===== src/rtl/mon_scan_sequencer.sv =====
// mon_scan_sequencer: autonomous channel scan controller for the monitoring ADC.
// Walks a latched channel mask, drives the one-hot analog MUX select, settles,
// runs 1/2/4/8 conversions per enabled channel and emits one averaged result each.
//
// Ports:
//    clk40        40 MHz clock, rising edge
//    rst_b        asynchronous active-low reset
//    scan_start   single-cycle start request, honoured only when idle
//    scan_mask    per-channel enable, latched at start
//    settle_cyc   MUX settling cycles before the first conversion of a channel
//    avg_log2     log2 of conversions averaged per channel
//    mon_vin_sel  one-hot MUX select, zero when not converting
//    adc_soc      one-cycle start-of-conversion pulse
//    adc_eoc_b    ADC end-of-conversion, active-low
//    adc_out      ADC result, valid while adc_eoc_b is low
//    res_valid    one-cycle result strobe
//    res_ch       channel index of the last result
//    res_data     averaged result of the last emitted channel
//    scan_busy    scan in progress
//    scan_done    one-cycle end-of-scan pulse
//    timeout_err  sticky conversion timeout flag, cleared by an accepted start
module mon_scan_sequencer #(
   parameter int NCH     = 40,
   parameter int TIMEOUT = 255
) (
   input  logic           clk40,
   input  logic           rst_b,
   input  logic           scan_start,
   input  logic [NCH-1:0] scan_mask,
   input  logic [7:0]     settle_cyc,
   input  logic [1:0]     avg_log2,
   output logic [NCH-1:0] mon_vin_sel,
   output logic           adc_soc,
   input  logic           adc_eoc_b,
   input  logic [11:0]    adc_out,
   output logic           res_valid,
   output logic [5:0]     res_ch,
   output logic [11:0]    res_data,
   output logic           scan_busy,
   output logic           scan_done,
   output logic           timeout_err
);

   localparam int TW = $clog2(TIMEOUT + 1);

   typedef enum logic [2:0] {IDLE, FIND, SETTLE, SOC, WAIT_EOC, EMIT, NEXT, DONE_P} state_t;

   state_t         state, state_nx;
   logic [NCH-1:0] mask_q;
   logic [7:0]     settle_q;
   logic [1:0]     avg_q;
   logic [5:0]     ch;
   logic [7:0]     settle_cnt;
   logic [TW-1:0]  tcnt;
   logic [14:0]    acc;
   logic [3:0]     cnt;
   logic           eoc_q;
   logic           eoc_p;

   logic           last_ch;
   logic           eoc_fall;
   logic           timed_out;
   logic [14:0]    sum;
   logic [3:0]     cnt_nx;
   logic           avg_done;
   logic           sel_hold;
   logic [NCH-1:0] one_hot;

   assign last_ch   = ch == 6'(NCH - 1);
   assign eoc_fall  = eoc_p & ~eoc_q;
   assign timed_out = tcnt == TW'(TIMEOUT - 1);
   assign sum       = acc + 15'(adc_out);
   assign cnt_nx    = cnt + 4'd1;
   assign avg_done  = cnt_nx == (4'd1 << avg_q);
   assign one_hot   = {{(NCH-1){1'b0}}, 1'b1} << ch;
   // The select is held from the first settle cycle through the result strobe;
   // it drops in NEXT so consecutive channels never overlap on the MUX.
   assign sel_hold  = state_nx inside {SETTLE, SOC, WAIT_EOC, EMIT};

   always_ff @(posedge clk40 or negedge rst_b) begin
      if (!rst_b) state <= IDLE;
      else        state <= state_nx;
   end

   always_comb begin
      state_nx  = state;
      adc_soc   = 1'b0;
      res_valid = 1'b0;
      scan_done = 1'b0;
      scan_busy = 1'b1;
      case (state)
         IDLE: begin
            scan_busy = 1'b0;
            if (scan_start) state_nx = FIND;
         end
         FIND:     state_nx = mask_q[ch] ? SETTLE : (last_ch ? DONE_P : FIND);
         SETTLE:   state_nx = (settle_cnt == 8'd0) ? SOC : SETTLE;
         SOC: begin
            adc_soc  = 1'b1;
            state_nx = WAIT_EOC;
         end
         WAIT_EOC: state_nx = eoc_fall ? (avg_done ? EMIT : SOC) : (timed_out ? NEXT : WAIT_EOC);
         EMIT: begin
            res_valid = 1'b1;
            state_nx  = NEXT;
         end
         NEXT:     state_nx = last_ch ? DONE_P : FIND;
         DONE_P: begin
            scan_busy = 1'b0;
            scan_done = 1'b1;
            state_nx  = IDLE;
         end
         default:  state_nx = IDLE;
      endcase
   end

   always_ff @(posedge clk40 or negedge rst_b) begin
      if (!rst_b) begin
         mask_q      <= '0;
         settle_q    <= '0;
         avg_q       <= '0;
         ch          <= '0;
         settle_cnt  <= '0;
         tcnt        <= '0;
         acc         <= '0;
         cnt         <= '0;
         eoc_q       <= 1'b0;
         eoc_p       <= 1'b0;
         mon_vin_sel <= '0;
         res_ch      <= '0;
         res_data    <= '0;
         timeout_err <= 1'b0;
      end else begin
         eoc_q       <= adc_eoc_b;
         // Forcing the previous sample low across SOC means a level that is
         // already low when WAIT_EOC starts can never look like a falling edge.
         eoc_p       <= (state == SOC) ? 1'b0 : eoc_q;
         mon_vin_sel <= sel_hold ? one_hot : '0;
         case (state)
            IDLE: begin
               if (scan_start) begin
                  mask_q      <= scan_mask;
                  settle_q    <= settle_cyc;
                  avg_q       <= avg_log2;
                  timeout_err <= 1'b0;
                  ch          <= '0;
               end
            end
            FIND: begin
               if (mask_q[ch]) begin
                  settle_cnt <= settle_q;
                  acc        <= '0;
                  cnt        <= '0;
               end else if (!last_ch) begin
                  ch <= ch + 6'd1;
               end
            end
            SETTLE: settle_cnt <= settle_cnt - 8'd1;
            SOC:    tcnt <= '0;
            WAIT_EOC: begin
               tcnt <= tcnt + TW'(1);
               if (eoc_fall) begin
                  acc <= sum;
                  cnt <= cnt_nx;
                  if (avg_done) begin
                     res_ch   <= ch;
                     res_data <= 12'(sum >> avg_q);
                  end
               end else if (timed_out) begin
                  timeout_err <= 1'b1;
                  acc         <= '0;
                  cnt         <= '0;
               end
            end
            NEXT: if (!last_ch) ch <= ch + 6'd1;
            default: ;
         endcase
      end
   end

endmodule


===== config.mk =====
export PLATFORM = sky130hd
export DESIGN_NAME = mon_scan_sequencer
export DESIGN_NICKNAME = d
export VERILOG_FILES = /design/src/rtl/mon_scan_sequencer.sv
export SDC_FILE = /design/constraint.sdc
export NUM_CORES = 1
export LEC_CHECK = 0
export CORE_MARGIN = 1.5
export CORE_UTILIZATION = 45
export CTS_CLUSTER_SIZE = 20
export DETAILED_ROUTE_END_ITERATION = 6
export GPL_TIMING_DRIVEN = 0
export PLACE_DENSITY = 0.66
export SLEW_MARGIN = 20
export SYNTH_ARGS = -nofsm -noshare
export SYNTH_HDL_FRONTEND = slang
export SYNTH_SLANG_ARGS = --single-unit

===== constraint.sdc =====
create_clock -name clk40 -period 4.75 [get_ports clk40]
set_input_delay 1.1875 -clock clk40 [delete_from_list [all_inputs] [get_ports clk40]]
set_output_delay 1.1875 -clock clk40 [all_outputs]
set_load 0.01 [all_outputs]

## Yosys cells after proc, flatten, opt, wreduce, memory -nomap -nowiden

Index checks and enable logic that the tools add are counted.

| word-level totals | value |
|---|---|
| input port bits | 66 |
| flip-flop bits (word level) | 155 |
| output and inout port bits | 63 |

| cells by class | value |
|---|---|
| $lt $le $gt $ge | 1 |
| add/subtract/negate cells | 5 |
| bitwise logic cells | 2 |
| reduce and logical (&&, ||, !) cells | 15 |
| eq/ne operators | 20 |
| shift operators | 3 |
| muxes and demuxes | 35 |

Operators by type and width:

| cell | count |
|---|---|
| 15-bit two-way mux | 3 |
| 40-bit two-way mux | 1 |
| 1-bit by 6-bit << shifter with 40-bit output (first input constant) | 1 |
| 8-bit one-hot mux with 2 select lines | 2 |
| 15-bit one-hot mux with 2 select lines | 1 |
| 3-bit one-hot mux with 8 select lines | 1 |
| 3-bit equality test (second input constant) | 6 |
| 6-bit two-way mux | 3 |
| 6-bit one-hot mux with 3 select lines | 1 |
| 15-bit by 12-bit adder with 15-bit output | 1 |
| 3-bit two-way mux | 5 |
| 15-bit by 2-bit >> shifter with 12-bit output | 1 |
| 3-bit by 2-bit equality test with 1-bit output (second input constant) | 4 |
| 4-bit two-way mux | 3 |
| 1-bit two-way mux | 10 |
| 2-bit != test (second input constant) | 5 |
| 3-bit AND reduction | 3 |
| 8-bit by 1-bit adder with 8-bit output (second input constant) | 1 |
| 8-bit equality test (second input constant) | 1 |
| 8-bit zero test | 1 |
| 8-bit two-way mux | 1 |
| 4-bit one-hot mux with 2 select lines | 1 |
| 2-bit nonzero test | 4 |
| 8-bit by 1-bit subtractor with 8-bit output (second input constant) | 1 |
| 19 further kinds | 20 |

## Longest topological paths before layout

Gate-level depths: netlist (run 1).

| depth | value |
|---|---|
| word-level depth | 8 |
| gate-level depth with buffers | 12 |

## Least setup slack after synthesis (run 1)

OpenSTA, ideal clock, no wires.

| timing | value |
|---|---|
| path kind | input to register |
| start point | input adc_out[0] |
| end point | register res_data[8] |
| library setup time | 0.127 ns |
| stages | 9 |
| setup slack | 1.040 ns |
| arrival time | 3.583 ns |
| required time | 4.623 ns |
| buffers on the path | 0 |
| path through | ha_1 > fa_1 > a211oi_1 > o21bai_1 > a2111oi_0 > nor3_1 > xor2_1 > mux4_2 > mux2_1 |

| between the ends | value |
|---|---|
| longest elaborated chain between the ends | 2 |

Ends and longest elaborated chain:

| element | line | source |
|---|---|---|
| start, declared | 35 | `input logic [11:0] adc_out,` |
| 15-bit by 12-bit adder with 15-bit output | 72 | `assign sum = acc + 15'(adc_out);` |
| 15-bit by 2-bit >> shifter with 12-bit output | 167 | `res_data <= 12'(sum >> avg_q);` |
| end signal, assigned | 167 |  |
| end, declared | 38 | `output logic [11:0] res_data,` |

No other way between the ends.
A chain may end at the register's enable or synchronous reset.

## Worst setup path after layout (run 1)

Same ends and word-level chain as after synthesis.

==> flow_summary.toml, run 1 <==
[clocking]
htree_num_levels = 4
cts.repair.resized = 0
clock_path_buffers = 2
cts_tree = "done"
clock_pin_slew_on_the_worst_setup_and_hold_paths_ps = 60
worstSkewPairLatency_ps = 420
hold_buffers = 0
postCtsSetupRepairBufs = 0
numCtsBuffers = 17
cts_num_sinks = 155
root_buffer_selected_by_cts = "sky130_fd_sc_hd__clkbuf_16"

[sta]
timing.fmax_mhz = 244
final-hold-violation-count = 0
timing.slew.headroom_pct = 35.8
finalSetupViolCount = 0
rsz0062_at_grt = "no"
finalCriticalPeriod_ps = 4100
post-route-worst-setup-slack_ps = 645
layout_worst_path_cycle_share_pct = 86.4
tightestPinTransition_ps = 949
worst_clock_skew_ps = 8.87
fin_tns_setup_ps = 0
maxSlewViolCount = 0

[finish]
antenna_cells_inserted = 0
design.final.nets = 898
fill_cells = 1300
post_route_cells_drive_above_1_share_pct = 14.7
final-seq-area_sq_um = 3880
multiInputGateArea_sq_um = 3420
area_added_between_synthesis_and_finish_pct = 28.8

[global_route]
grt_use_total_pct = 20.5
grt_max_degree = 89
first_global_vias = 5635
grt_first_pass_wirelength_microns = 28400
globalRouteOverflowTotal = 0
grt_antenna_before_repair = 0

[critical_path]
critical_path.startpoint_type = "input port"
worstSetupEndpointType = "register"
worst-r2r-setup-slack_ps = 1110
worst_ep_arrival_time_ps = 4410
worstRegToRegCells = 11
worstSetupPathType = "in2reg"
reg2reg_from = "ch[1]$_DFFE_PN0P_"
regToRegEndpoint = "res_data[7]$_DFFE_PN0P_"
critPathRequiredTime_ps = 5050
critical_path_peak_fanout = 4

[synth]
synth_fp_nets = 750
synth_seq_cells = 155
post_synthesis_cell_count = 661
postSynthAreaPerCell_sq_um = 11.3
syn_area_sq_um = 7500
yosys_warnings = 0
synthArstFlopShare_pct = 100
ys_types = 61
number_of_enable_type_register_cells_in_the_synthesized_netlist = 0
yosysSeqAreaShare_pct = 51.7
main_synth_ff_type = "sky130_fd_sc_hd__dfrtp_1"

[place]
port_buffers = 128
gp_congestion = 0.870
dpl_worst_slack_ps = 238
dp_hpwl_microns = 12500

[outcome]
status = "finished clean"

[drt]
drc = 0
drtPass1Iterations = 4
wl_per_cell_microns = 16.2
ant_nets = 0
via_count = 5590
vias_per_cell = 5.36
drt-total-wl_microns = 16900
drt-initial-drc-count = 295

[floorplanning]
die_w_microns = 132
core_footprint_sq_um = 16400
initial_utilization_pct = 45.7
row_count = 47
ioPinCount = 129
die_height_microns = 132
die_area_sq_um = 17500

[run]
drv.max_cap_violation_count = 0

[worst_hold_path]
hold_path_class = "reg2reg"
min_delay_path_depth = 1
hold-path-endpoint = "res_data[9]$_DFFE_PN0P_"
timing.hold.worst.start = "res_data[9]$_DFFE_PN0P_"

[pwr]
static-leakage-power_nw = 4.14
ir_drop_mv = 0.370
power-per-cell-area_nw_per_um2 = 607
## synthesized netlist by cell type (8+ instances only)
cell | number | area, sq um
sky130_fd_sc_hd__dfrtp_1 | 155 | 3880
sky130_fd_sc_hd__nor2_1 | 63 | 236
sky130_fd_sc_hd__mux2_2 | 58 | 653
sky130_fd_sc_hd__nand2_1 | 51 | 191
sky130_fd_sc_hd__o21ai_0 | 36 | 180
sky130_fd_sc_hd__a21oi_1 | 28 | 140
sky130_fd_sc_hd__clkbuf_1 | 24 | 90.1
sky130_fd_sc_hd__ha_1 | 22 | 275
sky130_fd_sc_hd__nor3_1 | 21 | 105
sky130_fd_sc_hd__nand3_1 | 17 | 85.1
sky130_fd_sc_hd__mux2i_1 | 15 | 150
sky130_fd_sc_hd__inv_1 | 14 | 52.6
sky130_fd_sc_hd__mux4_2 | 14 | 315
sky130_fd_sc_hd__a22o_1 | 13 | 114
sky130_fd_sc_hd__mux2_1 | 10 | 113
sky130_fd_sc_hd__nand2b_1 | 10 | 62.6
sky130_fd_sc_hd__xnor2_1 | 10 | 87.6
sky130_fd_sc_hd__a211oi_1 | 8 | 60.1
sky130_fd_sc_hd__or3_1 | 8 | 50.1
## worst max-delay path, stage by stage
cell and delay (ps):
sky130_fd_sc_hd__clkdlybuf4s50_1 420, sky130_fd_sc_hd__ha_1 240, sky130_fd_sc_hd__fa_1 430, sky130_fd_sc_hd__a211oi_1 320, sky130_fd_sc_hd__o21bai_1 150, sky130_fd_sc_hd__a2111oi_0 530, sky130_fd_sc_hd__nor3_1 140, sky130_fd_sc_hd__xor2_1 210
sky130_fd_sc_hd__mux4_2 480, sky130_fd_sc_hd__mux2_1 300
## power by group
group / internal [mW] / switching (mW)
Combinational: 1.22 / 1.33
Clock: 0.732 / 0.566
Sequential: 1.74 / 0.272
Total: 3.70 / 2.17
## state kept, by name, indices dropped and copies added (netlist names), 3 cells and up
register / count
res_ch: 6
tcnt: 8
mon_vin_sel: 40
settle_cnt: 8
cnt: 4
ch: 6
settle_q: 8
res_data: 12
state: 3
mask_q: 40
acc: 15
## final cells by class
class,instances,share of cell area [%]
timing repair buffer,129,13.6
inverter,14,0.544
buffer,33,1.59
multi-input combinational,459,35.4
clock inverter,14,1.40
sequential,155,40.2
tap,220,2.85
clock buffer,18,4.44
## kinds of logic after synthesis
logic type               Yosys count  share of synthesized area [%]
AO/OA/AOI/OAI                    122                           10.4
flip-flops                       155                           51.7
multiplexers                      97                           16.4
buffers and inverters             47                           2.75
adder cells (fa/ha/maj)           23                           3.94
XOR/XNOR                          15                           1.75
AND/OR/NAND/NOR                  202                           13.1
## metrics by stage
step / instance area (sq um) / total power [mW] / hold slack (ps) / utilization [%] / instances
after floorplan: 7500 / 3.80 / 447 / - / 661
after global placement: 9060 / 4.50 / 468 / 55.2 / 1009
after detailed placement: 9100 / 4.59 / 472 / 55.4 / 1010
after CTS: 9660 / 5.92 / 486 / 58.9 / 1042
after global routing: 9660 / 6.29 / 500 / 58.9 / 1042
final: 9660 / 5.87 / 485 / 58.9 / 1042
## worst max-delay path by stage
stage / startpoint / to / slack, ps / cells after the start
floorplan: adc_out[0] / res_data[8]$_DFFE_PN0P_ / 1040 / 9
global placement: rst_b / mask_q[22]$_DFFE_PN0P_ / -3540 / 1
detailed placement: adc_out[0] / res_data[8]$_DFFE_PN0P_ / 240 / 10
CTS: adc_out[0] / res_data[8]$_DFFE_PN0P_ / 650 / 10
global route: adc_out[0] / res_data[8]$_DFFE_PN0P_ / 370 / 10
finish: adc_out[0] / res_data[8]$_DFFE_PN0P_ / 650 / 10
## metal layers
metal	vias up	wire length (microns)	GRT usage, %
li1	2676	-	-
met1	2759	7770	27.6
met2	131	8230	33.2
met3	24	609	3.73
met4	0	302	7.59
met5	-	0	0
## cell usage in the layout, fill, tap and decap left out, types with 5 or more instances in the layout
| cell | netlist | final |
|---|---|---|
| sky130_fd_sc_hd__dfrtp_1 | 155 | 155 |
| sky130_fd_sc_hd__clkdlybuf4s50_1 | 0 | 127 |
| sky130_fd_sc_hd__nor2_1 | 63 | 63 |
| sky130_fd_sc_hd__mux2_2 | 58 | 58 |
| sky130_fd_sc_hd__nand2_1 | 51 | 51 |
| sky130_fd_sc_hd__o21ai_0 | 36 | 36 |
| sky130_fd_sc_hd__a21oi_1 | 28 | 28 |
| sky130_fd_sc_hd__clkbuf_1 | 24 | 25 |
| sky130_fd_sc_hd__ha_1 | 22 | 22 |
| sky130_fd_sc_hd__nor3_1 | 21 | 20 |
| sky130_fd_sc_hd__nand3_1 | 17 | 17 |
| sky130_fd_sc_hd__clkbuf_16 | 0 | 17 |
| sky130_fd_sc_hd__mux2i_1 | 15 | 15 |
| sky130_fd_sc_hd__inv_1 | 14 | 14 |
| sky130_fd_sc_hd__mux4_2 | 14 | 14 |
| sky130_fd_sc_hd__a22o_1 | 13 | 13 |
| sky130_fd_sc_hd__nand2b_1 | 10 | 10 |
| sky130_fd_sc_hd__xnor2_1 | 10 | 10 |
| sky130_fd_sc_hd__mux2_1 | 10 | 10 |
| sky130_fd_sc_hd__a211oi_1 | 8 | 8 |
| sky130_fd_sc_hd__or3_1 | 8 | 8 |
| sky130_fd_sc_hd__a21o_1 | 7 | 7 |
| sky130_fd_sc_hd__nor2b_1 | 5 | 5 |
| sky130_fd_sc_hd__xor2_1 | 5 | 5 |
| sky130_fd_sc_hd__o31ai_1 | 5 | 5 |
No activity file was read; power rests on OpenSTA's default activity.
==> inputs of run 2 (changes only) <==
--- a/config.mk
+++ b/config.mk
@@ -9,8 +9,9 @@
 export CORE_UTILIZATION = 45
 export CTS_CLUSTER_SIZE = 20
 export DETAILED_ROUTE_END_ITERATION = 6
+export DONT_BUFFER_PORTS = 1
 export GPL_TIMING_DRIVEN = 0
-export PLACE_DENSITY = 0.66
+export PLACE_DENSITY = 0.56
 export SLEW_MARGIN = 20
 export SYNTH_ARGS = -nofsm -noshare
 export SYNTH_HDL_FRONTEND = slang
==> run 2 against run 1 <==
Sequential power is 2% higher; count of clock-buffer cells in the layout is 2 higher; largest power group unchanged; worst setup slack better by 400 ps; critical path type is now reg2reg; register-to-register slack worse by 60 ps; largest cell class unchanged; non-clock buffer count shrank 128.
==> flow_summary.toml, run 2 (synthesis gave the netlist of run 1 again) <==
[worst_hold_path]
hold_path_class = "in2async"

[critical_path]
critical_path.startpoint_type = "register"
critical_path_peak_fanout = 10
regToRegEndpoint = "res_data[7]$_DFFE_PN0P_"
worst_setup_path_endpoint = "res_data[7]$_DFFE_PN0P_"
worstSetupEndpointType = "register"
setup.worst_path.start = "ch[1]$_DFFE_PN0P_"
critPathRequiredTime_ps = 5050
worstSetupPathType = "reg2reg"
worstRegToRegCells = 11
worst_ep_arrival_time_ps = 4010
worst-r2r-setup-slack_ps = 1050
reg2reg_from = "ch[1]$_DFFE_PN0P_"

[finish]
layout.cells.most_common = "sky130_fd_sc_hd__dfrtp_1"
area_added_between_synthesis_and_finish_pct = 11.8
design.final.nets = 770
layout_top_registers = "mask_q: 40 flops, mon_vin_sel: 40 flops, acc: 15 flops"
post_route_cells_drive_above_1_share_pct = 17.3
most-common-layout-cells = "sky130_fd_sc_hd__dfrtp_1, sky130_fd_sc_hd__nor2_1, sky130_fd_sc_hd__mux2_2"

[sta]
finalCriticalPeriod_ps = 3700
fin_tns_setup_ps = 0
timing.fmax_mhz = 270
tightestPinTransition_ps = 1040
finalSetupViolCount = 0
timing.slew.headroom_pct = 29.9
worst_clock_skew_ps = 9.72
rsz0062_at_grt = "no"
maxSlewViolCount = 0
final-hold-violation-count = 0
layout_worst_path_cycle_share_pct = 77.9

[clocking]
numCtsBuffers = 17
clock_path_buffers = 2
root_buffer_selected_by_cts = "sky130_fd_sc_hd__clkbuf_16"
worstSkewPairLatency_ps = 430
hold_buffers = 0
clock_pin_slew_on_the_worst_setup_and_hold_paths_ps = 70
htree_num_levels = 4
postCtsSetupRepairBufs = 0
cts_tree = "done"
cts_num_sinks = 155
cts.repair.resized = 0

[run]
drv.max_cap_violation_count = 0

[drt]
drc = 0
ant_nets = 0
via_count = 5152
drtPass1Iterations = 5
wl_per_cell_microns = 18.2
drt-initial-drc-count = 361
drt-total-wl_microns = 16600
vias_per_cell = 5.63

[pwr]
total_power_mw = 5.71
static-leakage-power_nw = 3.66
ir_drop_mv = 0.334
power-per-cell-area_nw_per_um2 = 681

[floorplanning]
core_footprint_sq_um = 16400
die_area_sq_um = 17500
row_count = 47
die_w_microns = 132
initial_utilization_pct = 45.7
ioPinCount = 129
die_height_microns = 132

[global_route]
grt_use_total_pct = 20.2
globalRouteOverflowTotal = 0
grt_first_pass_wirelength_microns = 27800
grt_antenna_before_repair = 1
first_global_vias = 5365
grt_max_degree = 156

[outcome]
status = "finished clean"

[place]
gp_congestion = 0.823
port_buffers = 0
dp_hpwl_microns = 12100
run 2: power by group:
group / total, mW / switching, mW / leakage (nW) / internal, mW
Sequential: 2.06 / 0.320 / 1.99 / 1.74
Combinational: 2.29 / 1.24 / 1.39 / 1.04
Clock: 1.36 / 0.556 / 0.287 / 0.807
run 2: layout make-up:
| cell class | instances | area [sq um] |
|---|---|---|
| fillers | 1465 | 8020 |
| flip-flops and latches | 155 | 3880 |
| inverters | 14 | 52.6 |
| clock inverters | 12 | 138 |
| clock buffers | 20 | 457 |
| multi-input cells | 459 | 3420 |
| repair buffers | 1 | 7.51 |
| diodes | 1 | 2.50 |
| plain buffers | 33 | 154 |
| well taps | 220 | 275 |
run 2: per-layer routing:
metal | track usage [%] | vias to the layer above | part of all wire [%]
met5 | 0 | - | 0
met4 | 7.59 | 0 | 2.4
met3 | 6.88 | 24 | 6.8
met2 | 31.6 | 135 | 47
met1 | 26.2 | 2572 | 44
li1 | - | 2421 | -
run 2: stage by stage:
step / util, % / area, sq um / std cells / hold slack [ps] / worst slack, ps
2_1_floorplan: - / 7500 / 661 / 447 / 1040
3_3_place_gp: 47.4 / 7780 / 881 / 468 / 770
3_5_place_dp: 47.5 / 7790 / 882 / 471 / 781
4_1_cts: 51.1 / 8380 / 914 / 436 / 989
5_1_grt: 51.1 / 8390 / 915 / 437 / 795
6_report: 51.1 / 8390 / 915 / 451 / 1050
run 2: how the worst min path moves through the flow:
stage | start | to | slack (ps) | cells past startpoint
detailed placement | tcnt[5]$_DFFE_PN0P_ | tcnt[5]$_DFFE_PN0P_ | 470 | 1
CTS | rst_b | acc[6]$_DFFE_PN0P_ | 440 | 0
finish | rst_b | acc[6]$_DFFE_PN0P_ | 450 | 0
floorplan | tcnt[5]$_DFFE_PN0P_ | tcnt[5]$_DFFE_PN0P_ | 450 | 1
global placement | tcnt[5]$_DFFE_PN0P_ | tcnt[5]$_DFFE_PN0P_ | 470 | 1
global route | rst_b | acc[6]$_DFFE_PN0P_ | 440 | 0
run 2: critical path, cell delays in order (launching register included):
cell                       delay [ps]
sky130_fd_sc_hd__dfrtp_1          600
sky130_fd_sc_hd__clkbuf_1         540
sky130_fd_sc_hd__mux4_2           430
sky130_fd_sc_hd__a22oi_1          170
sky130_fd_sc_hd__o311ai_1         160
sky130_fd_sc_hd__or2_0            220
sky130_fd_sc_hd__buf_2            160
sky130_fd_sc_hd__o31a_1           320
sky130_fd_sc_hd__or2_4            270
sky130_fd_sc_hd__nor2_8           200
sky130_fd_sc_hd__buf_6            180
sky130_fd_sc_hd__mux2_1           330
==> inputs of run 3 (changes only) <==
--- a/config.mk
+++ b/config.mk
@@ -11,7 +11,7 @@
 export DETAILED_ROUTE_END_ITERATION = 6
 export DONT_BUFFER_PORTS = 1
 export GPL_TIMING_DRIVEN = 0
-export PLACE_DENSITY = 0.56
+export PLACE_DENSITY = 0.58
 export SLEW_MARGIN = 20
 export SYNTH_ARGS = -nofsm -noshare
 export SYNTH_HDL_FRONTEND = slang
==> constraint.sdc (replaced) <==
create_clock -name clk40 -period 3 [get_ports clk40]
set_input_delay 0.75 -clock clk40 [delete_from_list [all_inputs] [get_ports clk40]]
set_output_delay 0.75 -clock clk40 [all_outputs]
set_load 0.01 [all_outputs]
==> run 3 against run 2 <==
The run now ends with setup timing left; design area increased by 5.3%; count of clock-buffer cells in the layout increased by 1; clock power increased by 47%; critical path depth increased by 1; combinational power increased by 93%; utilization increased by 2.7 points; clock skew increased by 7.9 ps; critical endpoint is now res_data[9]$_DFFE_PN0P_; highest routed layer unchanged.
==> flow_summary.toml, run 3 (synthesis gave the netlist of run 1 again) <==
[outcome]
violations_in_the_final_reports = "setup timing"
status = "finished with violations"

[floorplanning]
row_count = 47
initial_utilization_pct = 45.7
ioPinCount = 129
core_footprint_sq_um = 16400
die_w_microns = 132
die_height_microns = 132
die_area_sq_um = 17500

[finish]
area_added_between_synthesis_and_finish_pct = 17.7
post_route_cells_drive_above_1_share_pct = 23.7
most-common-layout-cells = "sky130_fd_sc_hd__dfrtp_1, sky130_fd_sc_hd__nor2_1, sky130_fd_sc_hd__mux2_2"
design.final.nets = 790
layout.cells.most_common = "sky130_fd_sc_hd__dfrtp_1"
layout_top_registers = "mask_q: 40 flops, mon_vin_sel: 40 flops, acc: 15 flops"
antenna_cells_inserted = 0

[sta]
maxSlewViolCount = 0
finalCriticalPeriod_ps = 3130
final-hold-violation-count = 0
timing.slew.headroom_pct = 59.9
finalSetupViolCount = 59
tightestPinTransition_ps = 602
timing.fmax_mhz = 319
holdWs_ps = 28.7
post-route-worst-setup-slack_ps = -134
rsz0062_at_grt = "yes"
layout_worst_path_cycle_share_pct = 104
worst_clock_skew_ps = 17.7

[drt]
drc = 0
drtPass1Iterations = 5
routed-wl-met2_microns = 8150
ant_nets = 0
drt-met1-wl_microns = 7730
via_count = 5258
detailroute.wirelength.met3_microns = 1170
routed.top_layer = "met4"
vias_per_cell = 5.63
wl_per_cell_microns = 18.5
drt-initial-drc-count = 324
drt-total-wl_microns = 17300

[pwr]
pwr-share-seq_pct = 33.9
power.internal_mw = 6.09
total_power_mw = 9.70
static-leakage-power_nw = 3.84
ir_drop_mv = 0.577
pwr-share-clk_pct = 20.6
p_sw_mw = 3.60
power-per-cell-area_nw_per_um2 = 1100
p_comb_share_pct = 45.4
power.switching_fraction_pct = 37.2

[place]
gp_congestion = 0.846
dp_hpwl_microns = 12100
dpl_worst_slack_ps = -739
port_buffers = 0

[clocking]
clock_path_buffers = 2
worstSkewPairLatency_ps = 430
numCtsBuffers = 17
cts_tree = "done"
root_buffer_selected_by_cts = "sky130_fd_sc_hd__clkbuf_16"
cts_num_sinks = 155
htree_num_levels = 4
clock_pin_slew_on_the_worst_setup_and_hold_paths_ps = 70

[critical_path]
critical_path.startpoint_type = "register"
worst_ep_arrival_time_ps = 3440
critPathRequiredTime_ps = 3310
worst-r2r-setup-slack_ps = -130
worstSetupPathType = "reg2reg"
critical_path_peak_fanout = 5
worstSetupEndpointType = "register"

[global_route]
grt_use_total_pct = 20.4
first_global_vias = 5278
globalRouteOverflowTotal = 0
grt_antenna_before_repair = 0
grt_max_degree = 156
grt_first_pass_wirelength_microns = 28100

[worst_hold_path]
hold_path_class = "in2async"

[run]
drv.max_cap_violation_count = 0
==> run 3: final cells by class <==
cell class,instances,area [sq um]
repair buffers,24,259
clock buffers,21,470
plain buffers,30,179
multi-input cells,459,3630
flip-flops and latches,155,3880
inverters,14,52.6
clock inverters,11,86.3
fillers,1399,7570
well taps,220,275
==> run 3: worst max-delay path, cell delays in order (launching register included) <==
cell,delay (ps)
sky130_fd_sc_hd__dfrtp_1,370
sky130_fd_sc_hd__buf_6,140
sky130_fd_sc_hd__buf_12,120
sky130_fd_sc_hd__mux4_2,530
sky130_fd_sc_hd__a22oi_2,170
sky130_fd_sc_hd__o311ai_2,140
sky130_fd_sc_hd__or2_0,240
sky130_fd_sc_hd__buf_4,150
sky130_fd_sc_hd__o31a_1,260
sky130_fd_sc_hd__or2_4,260
sky130_fd_sc_hd__nor2_8,150
sky130_fd_sc_hd__clkbuf_16,170
sky130_fd_sc_hd__mux2_1,310
==> run 3: path summary, 6_finish.rpt <==
kind                                               from                       to  cells past startpoint
max in group asynchronous                         rst_b       acc[8]$_DFFE_PN0P_                      1
worst min-delay path                              rst_b      acc[10]$_DFFE_PN0P_                      0
worst max-delay path                  ch[0]$_DFFE_PN0P_  res_data[9]$_DFFE_PN0P_                     12
worst max register to register        ch[0]$_DFFE_PN0P_  res_data[9]$_DFFE_PN0P_                     12
min in group clk40                            adc_eoc_b          eoc_q$_DFF_PN0_                      0
worst min register to register  settle_q[1]$_DFFE_PN0P_  settle_q[1]$_DFFE_PN0P_                      1
==> run 3: what timing repair did <==
| action | CTS | global route |
|---|---|---|
| buffers inserted | 13 | 6 |
| setup endpoints to repair | 91 | 76 |
| endpoints found under the hold margin | 0 | 5 |
| pin swaps | 3 | 10 |
| gates cloned | 2 | 1 |
| hold buffers | 0 | 1 |
| resized for setup | 34 | 27 |
==> run 3: power groups by stage <==
stage,Clock [mW],Sequential [mW],Combinational (mW)
2_1_floorplan,0,3.15,2.92
3_3_place_gp,0,3.28,3.56
3_5_place_dp,0,3.31,3.67
4_1_cts,2.04,3.29,4.06
5_1_grt,2.14,3.38,4.83
6_report,2.00,3.29,4.41
==> run 3: per-layer routing <==
metal	track usage (%)	up-vias
met2	31.1	164
met3	6.27	16
met4	6.30	0
met5	0	-
met1	28.0	2609
li1	-	2469
==> run 3: stage by stage <==
stage | std cells | util [%] | instance area, sq um | setup TNS, ps
finish | 934 | 53.8 | 8830 | -5410
global route | 934 | 53.8 | 8830 | -14150
CTS | 928 | 52.7 | 8650 | -8040
detailed placement | 882 | 47.7 | 7830 | -46540
global placement | 881 | 47.6 | 7810 | -42830
floorplan | 661 | - | 7540 | -496
